$ cat config.mk
export PLATFORM = sky130hd
export DESIGN_NAME = efpga_top_cfg_flat
export DESIGN_NICKNAME = d
export VERILOG_FILES = /design/src/rtl/efpga_top_cfg_pkg.sv /design/src/rtl/efpga_top_cfg_if.sv /design/src/rtl/efpga_top_cfg_cfg_bitbang_rx.sv /design/src/rtl/efpga_top_cfg.sv /design/src/flat_wrapper.sv
export SDC_FILE = /design/constraint.sdc
export NUM_CORES = 1
export LEC_CHECK = 0
export CAP_MARGIN = 10
export CORE_UTILIZATION = 41
export CTS_BUF_LIST = sky130_fd_sc_hd__clkbuf_4 sky130_fd_sc_hd__clkbuf_8 sky130_fd_sc_hd__clkbuf_16
export DETAILED_ROUTE_END_ITERATION = 8
export PLACE_DENSITY = 0.79
export SLEW_MARGIN = 30
export SYNTH_ARGS = -nofsm -noshare
export SYNTH_HDL_FRONTEND = slang
export SYNTH_SLANG_ARGS = --single-unit
$ cat constraint.sdc
create_clock -name CLK -period 2.27 [get_ports CLK]
set_input_delay 0.454 -clock CLK [delete_from_list [all_inputs] [get_ports CLK]]
set_output_delay 0.454 -clock CLK [all_outputs]
set_load 0.02 [all_outputs]
$ cat src/rtl/efpga_top_cfg_pkg.sv
// Shared constants for the eFPGA pad wrapper and its serial configuration front-end.
// Pad indices describe the fixed 38-pin bus layout.
package efpga_top_cfg_pkg;

  localparam logic [31:0] CTRL_WORD_DEF = 32'h0000FAB1;

  localparam int PAD_W       = 38;
  localparam int PAD_CLK     = 0;
  localparam int PAD_SCLK    = 3;
  localparam int PAD_SDATA   = 4;
  localparam int PAD_RX      = 5;
  localparam int PAD_LED     = 6;
  localparam int PAD_USER_LO = 7;
  localparam int USER_W      = 31;

  localparam int CFG_W = 32;
  localparam int CNT_W = 12;

  // Synchronizer-stage state for one serial pin
  typedef struct packed {
    logic meta;
    logic sync;
  } sync2_t;

  function automatic sync2_t sync2_step(sync2_t cur, logic pin);
    sync2_t nxt;
    nxt.meta = pin;
    nxt.sync = cur.meta;
    return nxt;
  endfunction

endpackage

$ cat src/rtl/efpga_top_cfg_if.sv
// Configuration word bus from the serial receiver to the fabric frame writer.
// master drives committed words; slave consumes them.
interface efpga_top_cfg_if;
  import efpga_top_cfg_pkg::*;

  logic [CFG_W-1:0] cfg_word;
  logic             cfg_word_valid;
  logic [CNT_W-1:0] cfg_word_count;

  modport master (
    output cfg_word,
    output cfg_word_valid,
    output cfg_word_count
  );

  modport slave (
    input cfg_word,
    input cfg_word_valid,
    input cfg_word_count
  );

endinterface

$ cat src/rtl/efpga_top_cfg_cfg_bitbang_rx.sv
// Bit-banged serial config receiver: data bits on rising s_clk, control bits on falling s_clk.
// A word commits when the control window matches CTRL_WORD; pin edges act two CLK edges later.
module cfg_bitbang_rx
  import efpga_top_cfg_pkg::*;
#(
  parameter logic [CFG_W-1:0] CTRL_WORD = CTRL_WORD_DEF
) (
  input  logic             clk_i,
  input  logic             rst_ni,
  input  logic             s_clk_i,
  input  logic             s_data_i,
  output logic [CFG_W-1:0] cfg_word_o,
  output logic             cfg_word_valid_o,
  output logic [CNT_W-1:0] cfg_word_count_o,
  output logic             sclk_edge_o
);

  sync2_t           sclk_q, sclk_d;
  sync2_t           sdata_q, sdata_d;
  logic             sclk_prev_q;
  logic [CFG_W-1:0] data_sr_q, data_sr_d;
  logic [CFG_W-1:0] ctrl_sr_q, ctrl_sr_d;
  logic [CFG_W-1:0] ctrl_next;
  logic [CFG_W-1:0] cfg_word_q, cfg_word_d;
  logic             valid_q, valid_d;
  logic [CNT_W-1:0] count_q, count_d;
  logic             sclk_rise, sclk_fall;

  assign sclk_d = sync2_step(sclk_q, s_clk_i);
  assign sdata_d = sync2_step(sdata_q, s_data_i);

  assign sclk_rise = sclk_q.sync & ~sclk_prev_q;
  assign sclk_fall = ~sclk_q.sync & sclk_prev_q;
  assign ctrl_next = {ctrl_sr_q[CFG_W-2:0], sdata_q.sync};

  always_comb begin
    data_sr_d  = data_sr_q;
    ctrl_sr_d  = ctrl_sr_q;
    cfg_word_d = cfg_word_q;
    valid_d    = 1'b0;
    count_d    = count_q;
    if (sclk_rise) begin
      data_sr_d = {data_sr_q[CFG_W-2:0], sdata_q.sync};
    end
    if (sclk_fall) begin
      // Clearing the control window on a match forces a fresh 32-pair sequence per word
      if (ctrl_next == CTRL_WORD) begin
        cfg_word_d = data_sr_q;
        valid_d    = 1'b1;
        count_d    = count_q + CNT_W'(1);
        ctrl_sr_d  = '0;
      end else begin
        ctrl_sr_d = ctrl_next;
      end
    end
  end

  always_ff @(posedge clk_i or negedge rst_ni) begin
    if (!rst_ni) begin
      sclk_q      <= '0;
      sdata_q     <= '0;
      sclk_prev_q <= 1'b0;
      data_sr_q   <= '0;
      ctrl_sr_q   <= '0;
      cfg_word_q  <= '0;
      valid_q     <= 1'b0;
      count_q     <= '0;
    end else begin
      sclk_q      <= sclk_d;
      sdata_q     <= sdata_d;
      sclk_prev_q <= sclk_q.sync;
      data_sr_q   <= data_sr_d;
      ctrl_sr_q   <= ctrl_sr_d;
      cfg_word_q  <= cfg_word_d;
      valid_q     <= valid_d;
      count_q     <= count_d;
    end
  end

  assign cfg_word_o       = cfg_word_q;
  assign cfg_word_valid_o = valid_q;
  assign cfg_word_count_o = count_q;
  assign sclk_edge_o      = sclk_rise | sclk_fall;

endmodule

$ cat src/rtl/efpga_top_cfg.sv
// eFPGA top wrapper: combinational pad <-> fabric user I/O mapping, serial config receiver
// and the ReceiveLED activity timer (reloaded on every synchronized s_clk edge).
module efpga_top_cfg
  import efpga_top_cfg_pkg::*;
#(
  parameter logic [CFG_W-1:0] CTRL_WORD = CTRL_WORD_DEF,
  parameter int               LED_HOLD  = 16
) (
  input  logic              CLK,
  input  logic              resetn,
  input  logic [PAD_W-1:0]  io_in,
  output logic [PAD_W-1:0]  io_out,
  output logic [PAD_W-1:0]  io_oeb,
  output logic [USER_W-1:0] fab_O,
  input  logic [USER_W-1:0] fab_I,
  input  logic [USER_W-1:0] fab_T,
  efpga_top_cfg_if.master   cfg
);

  logic                timer_q, timer_nz;
  logic [LED_HOLD-1:0] led_timer_q, led_timer_d;
  logic                sclk_edge;
  logic                unused_pads;

  // CLK arrives on its own port; clk_sel and Rx are reserved
  assign unused_pads = ^{io_in[PAD_CLK], io_in[2:1], io_in[PAD_RX], io_in[PAD_LED]};

  cfg_bitbang_rx #(
    .CTRL_WORD (CTRL_WORD)
  ) u_rx (
    .clk_i            (CLK),
    .rst_ni           (resetn),
    .s_clk_i          (io_in[PAD_SCLK]),
    .s_data_i         (io_in[PAD_SDATA]),
    .cfg_word_o       (cfg.cfg_word),
    .cfg_word_valid_o (cfg.cfg_word_valid),
    .cfg_word_count_o (cfg.cfg_word_count),
    .sclk_edge_o      (sclk_edge)
  );

  assign timer_nz = (led_timer_q != '0);

  always_comb begin
    led_timer_d = led_timer_q;
    if (sclk_edge) begin
      led_timer_d = '1;
    end else if (timer_nz) begin
      led_timer_d = led_timer_q - LED_HOLD'(1);
    end
  end

  always_ff @(posedge CLK or negedge resetn) begin
    if (!resetn) begin
      led_timer_q <= '0;
    end else begin
      led_timer_q <= led_timer_d;
    end
  end

  assign timer_q = timer_nz;

  assign fab_O  = io_in[PAD_USER_LO +: USER_W];
  assign io_out = {fab_I, timer_q, 6'b00_0000};
  assign io_oeb = {fab_T, 1'b0, 6'b11_1111};

endmodule

$ cat src/flat_wrapper.sv
// flat-port wrapper written by rule: the top's interface ports become plain ports
module efpga_top_cfg_flat import efpga_top_cfg_pkg::*;
#(
  parameter logic [CFG_W-1:0] CTRL_WORD = CTRL_WORD_DEF,
  parameter int               LED_HOLD  = 16
)
  (CLK, resetn, io_in, io_out, io_oeb, fab_O, fab_I, fab_T, cfg_cfg_word, cfg_cfg_word_valid, cfg_cfg_word_count);
  efpga_top_cfg_if cfg_i ();
  input  logic CLK;
  input  logic resetn;
  input  logic [PAD_W-1:0] io_in;
  output logic [PAD_W-1:0] io_out;
  output logic [PAD_W-1:0] io_oeb;
  output logic [USER_W-1:0] fab_O;
  input  logic [USER_W-1:0] fab_I;
  input  logic [USER_W-1:0] fab_T;
  output wire logic [$bits(cfg_i.cfg_word)-1:0] cfg_cfg_word;
  output wire logic [$bits(cfg_i.cfg_word_valid)-1:0] cfg_cfg_word_valid;
  output wire logic [$bits(cfg_i.cfg_word_count)-1:0] cfg_cfg_word_count;
  assign cfg_cfg_word = cfg_i.cfg_word;
  assign cfg_cfg_word_valid = cfg_i.cfg_word_valid;
  assign cfg_cfg_word_count = cfg_i.cfg_word_count;
  efpga_top_cfg #(.CTRL_WORD(CTRL_WORD), .LED_HOLD(LED_HOLD)) u_core (.CLK(CLK), .resetn(resetn), .io_in(io_in), .io_out(io_out), .io_oeb(io_oeb), .fab_O(fab_O), .fab_I(fab_I), .fab_T(fab_T), .cfg(cfg_i));
endmodule
==> impl_metrics.env <==
export IMPL_setup_tns_ns=0
export IMPL_hp_class="reg -> reg"
export IMPL_ioPinCount=254
export IMPL_fin_crit_sh_pct=96.54
export IMPL_numCtsBuffers=17
export IMPL_hpwl_um=6413
export IMPL_routabilityCongestion=0.7895
export IMPL_synth_warnings=0
export IMPL_dp_cells=597
export IMPL_synth_ff_type="dfrtp_1"
export IMPL_synth_top_cells_by_count="dfrtp_1, buf_4, mux2_2"
export IMPL_htreeDepth=4
export IMPL_postSynthAreaPerCell_um2=12.80
export IMPL_cp_required_ns=1.82
export IMPL_clock_path_buffers=2
export IMPL_cts_tree="built"
export IMPL_track_usage_pct=14.10
export IMPL_synth_edf_count=0
export IMPL_hold_viol=0
export IMPL_p_seq_share_pct=47.3
export IMPL_routed_wl_um=9818
export IMPL_num_fill_cells=1210
export IMPL_start_util_pct=42.48
export IMPL_timing_worst_setup_path_type="reg -> out"
export IMPL_grt_antenna_before_repair=0
export IMPL_die_height_um=122.6
export IMPL_synth_top_cell_area_share_pct=54.12
export IMPL_io_buffer_count=49
export IMPL_worstSkewPairLatency_ns=0.40
export IMPL_layout_area_seq_mm2=0.003232
export IMPL_p_clk_share_pct=45.9
export IMPL_die_width_um=122.6
export IMPL_grt_max_degree=74
export IMPL_cts_sinks=129
export IMPL_ant_nets=0
export IMPL_setup_viol=0
export IMPL_startpoint_type="flip-flop"
export IMPL_max_freq_ghz=0.4563
export IMPL_post_route_util_pct=46.98
export IMPL_synthesis_area_mm2=0.005964
export IMPL_drive_above_1_share_pct=34.08
export IMPL_drc_errors=0
export IMPL_netSwitchingFraction_pct=21.52
export IMPL_routedWlPerCell_um=15.61
export IMPL_grt_pass1_wl_um=16270
export IMPL_cellPowerDensity_mw_per_mm2=860.2
export IMPL_cts_root_buf="clkbuf_16"
export IMPL_rows=43
export IMPL_slew_viol_final=0
export IMPL_power_mw=5.674
export IMPL_path_max_fanout=6
export IMPL_synth_cell_types=40
export IMPL_die_area_mm2=0.01503
export IMPL_path_clk_slew_ns=0.05
export IMPL_drtIter0Drc=212
export IMPL_ir_drop_mv=0.5662
export IMPL_p_int_mw=4.453
export IMPL_synth_async_reset_ratio_pct=100.0
export IMPL_finClkSkew_ns=0.006475
export IMPL_ys_seq_elements=129
export IMPL_cap_violations=0
export IMPL_grt_pass1_vias=3276
export IMPL_routed_via_density=5.127
export IMPL_synth_most_common_cell="dfrtp_1"
export IMPL_dr_total_vias=3225
export IMPL_overflow=0
export IMPL_dr_pass1_iters=4
export IMPL_endpoint_kind="output port"
export IMPL_status="completed"
export IMPL_combPwrFrac_pct=6.8
export IMPL_coreArea_mm2=0.01404
export IMPL_nets=545
export IMPL_period_needed_ns=2.191
export IMPL_multi_input_area_mm2=0.001907
export IMPL_final_cells=629
export IMPL_yosysSeqAreaShare_pct=54.12
export IMPL_power_switching_mw=1.221
export IMPL_yosys_top_cells_area="dfrtp_1, mux2_2, buf_4"
export IMPL_antenna_cells=0
export IMPL_synth_top_cell_by_area="dfrtp_1"
export IMPL_p_leak_nw=3.028
export IMPL_area_growth_synth_to_final_pct=10.59
export IMPL_critPathArrivalTime_ns=1.74
export IMPL_syn_inst=466
-- logic make-up after synthesis --
| family | count (synthesis) | synth area share [%] |
|---|---|---|
| multiplexers | 86 | 16.24 |
| AO/OA/AOI/OAI | 20 | 2.601 |
| flip-flops | 129 | 54.12 |
| XOR/XNOR | 21 | 3.210 |
| AND/OR/NAND/NOR | 75 | 7.741 |
| adder cells (fa/ha/maj) | 4 | 0.8391 |
| buffers and inverters | 129 | 15.12 |
| other | 2 | 0.1259 |
-- state kept, by name, indices dropped and copies added, names as in the netlist --
| name | cells |
|---|---|
| u_core.u_rx.ctrl_sr_q | 31 |
| u_core.u_rx.sclk_q | 1 |
| u_core.u_rx.data_sr_q | 32 |
| u_core.u_rx.sdata_d | 1 |
| u_core.u_rx.ctrl_next | 1 |
| u_core.u_rx.cfg_word_o | 32 |
| u_core.led_timer_q | 16 |
| u_core.u_rx.sclk_prev_q | 1 |
| u_core.u_rx.cfg_word_valid_o | 1 |
| u_core.u_rx.sclk_d | 1 |
| u_core.u_rx.cfg_word_count_o | 12 |
-- cell type report --
type,instances,area share [%]
flip-flops and latches,129,48.99
repair buffers,66,9.674
inverters,6,0.3414
well taps,180,3.414
clock inverters,6,1.252
clock buffers,23,7.417
multi-input cells,219,28.91
-- power by group through the flow --
stage | Combinational (mW) | Sequential (mW) | Clock [mW]
after floorplan | 0.545 | 2.66 | 0
after global placement | 0.366 | 2.70 | 0
after detailed placement | 0.389 | 2.72 | 0
after CTS | 0.394 | 2.68 | 2.66
after global routing | 0.426 | 2.72 | 2.78
final | 0.384 | 2.68 | 2.61
-- repair_timing --
action / 4_1_cts / 5_1_grt
setup endpoints to repair: 1 / 1
hold buffers: 1 / 0
hold endpoints to repair: 16 / 0
setup buffers: 0 / 2
pin swaps: 0 / 4
gates resized for setup: 6 / 5
-- per-stage QoR --
stage / instance area (um^2) / setup slack [ns] / hold WS [ns]
2_1_floorplan: 6006 / 0.2857 / 0.1584
3_3_place_gp: 5974 / 0.1430 / 0.3321
3_5_place_dp: 5974 / 0.1200 / 0.3371
4_1_cts: 6575 / 0.01535 / 0.3490
5_1_grt: 6596 / -0.02860 / 0.3624
6_report: 6596 / 0.07860 / 0.3462
-- worst paths after layout --
kind	from	end	slack, ns	depth (start not counted)
setup reg to reg	u_core.led_timer_q[4]	u_core.led_timer_q[14]	0.24	6
max in group asynchronous	resetn	u_core.u_rx.cfg_word_valid_o	1.04	3
min in group asynchronous	resetn	u_core.u_rx.cfg_word_o[11]	0.46	2
hold / removal	u_core.u_rx.sclk_d[0]	u_core.u_rx.sclk_q[0]	0.35	0
hold reg to reg	u_core.u_rx.sclk_d[0]	u_core.u_rx.sclk_q[0]	0.35	0
setup / recovery	u_core.led_timer_q[5]	io_out[6]	0.08	5
-- cells in the final DEF (no fill, tap or decap), types with 2 or more instances in the layout --
cell             instances
buf_12                   2
or4_1                    3
bufinv_16                2
mux2_2                  86
xor2_1                  15
o211ai_1                 3
nor3_1                   4
clkbuf_16               17
inv_1                    6
a22o_1                   9
clkdlybuf4s50_1         47
nor3_2                   2
xnor2_1                  5
nand2b_1                 3
conb_1                  13
o31ai_1                  3
nor4_2                   4
nand3_1                  7
o21ai_0                  2
dfrtp_2                  3
clkinv_2                 3
dfrtp_1                126
nand4_1                  9
nor2_1                   7
and3_1                   4
ha_1                     4
and4bb_2                 3
clkbuf_4                 3
buf_4                   15
nor4_4                   2
clkbuf_8                 3
nand2_1                 18
-- worst max-delay path, stage by stage, from the launching register on --
cell	delay (ns)
dfrtp_2	0.45
nor4_4	0.34
nand4_1	0.19
nor2_2	0.16
inv_1	0.05
buf_2	0.15
-- layer usage --
metal / global-route usage (%) / wire, um
met1: 17.59 / 4328
met2: 21.45 / 4703
met3: 6.134 / 655
met4: 5.564 / 131
met5: 0 / 0
No activity file was read; power rests on OpenSTA's default activity.
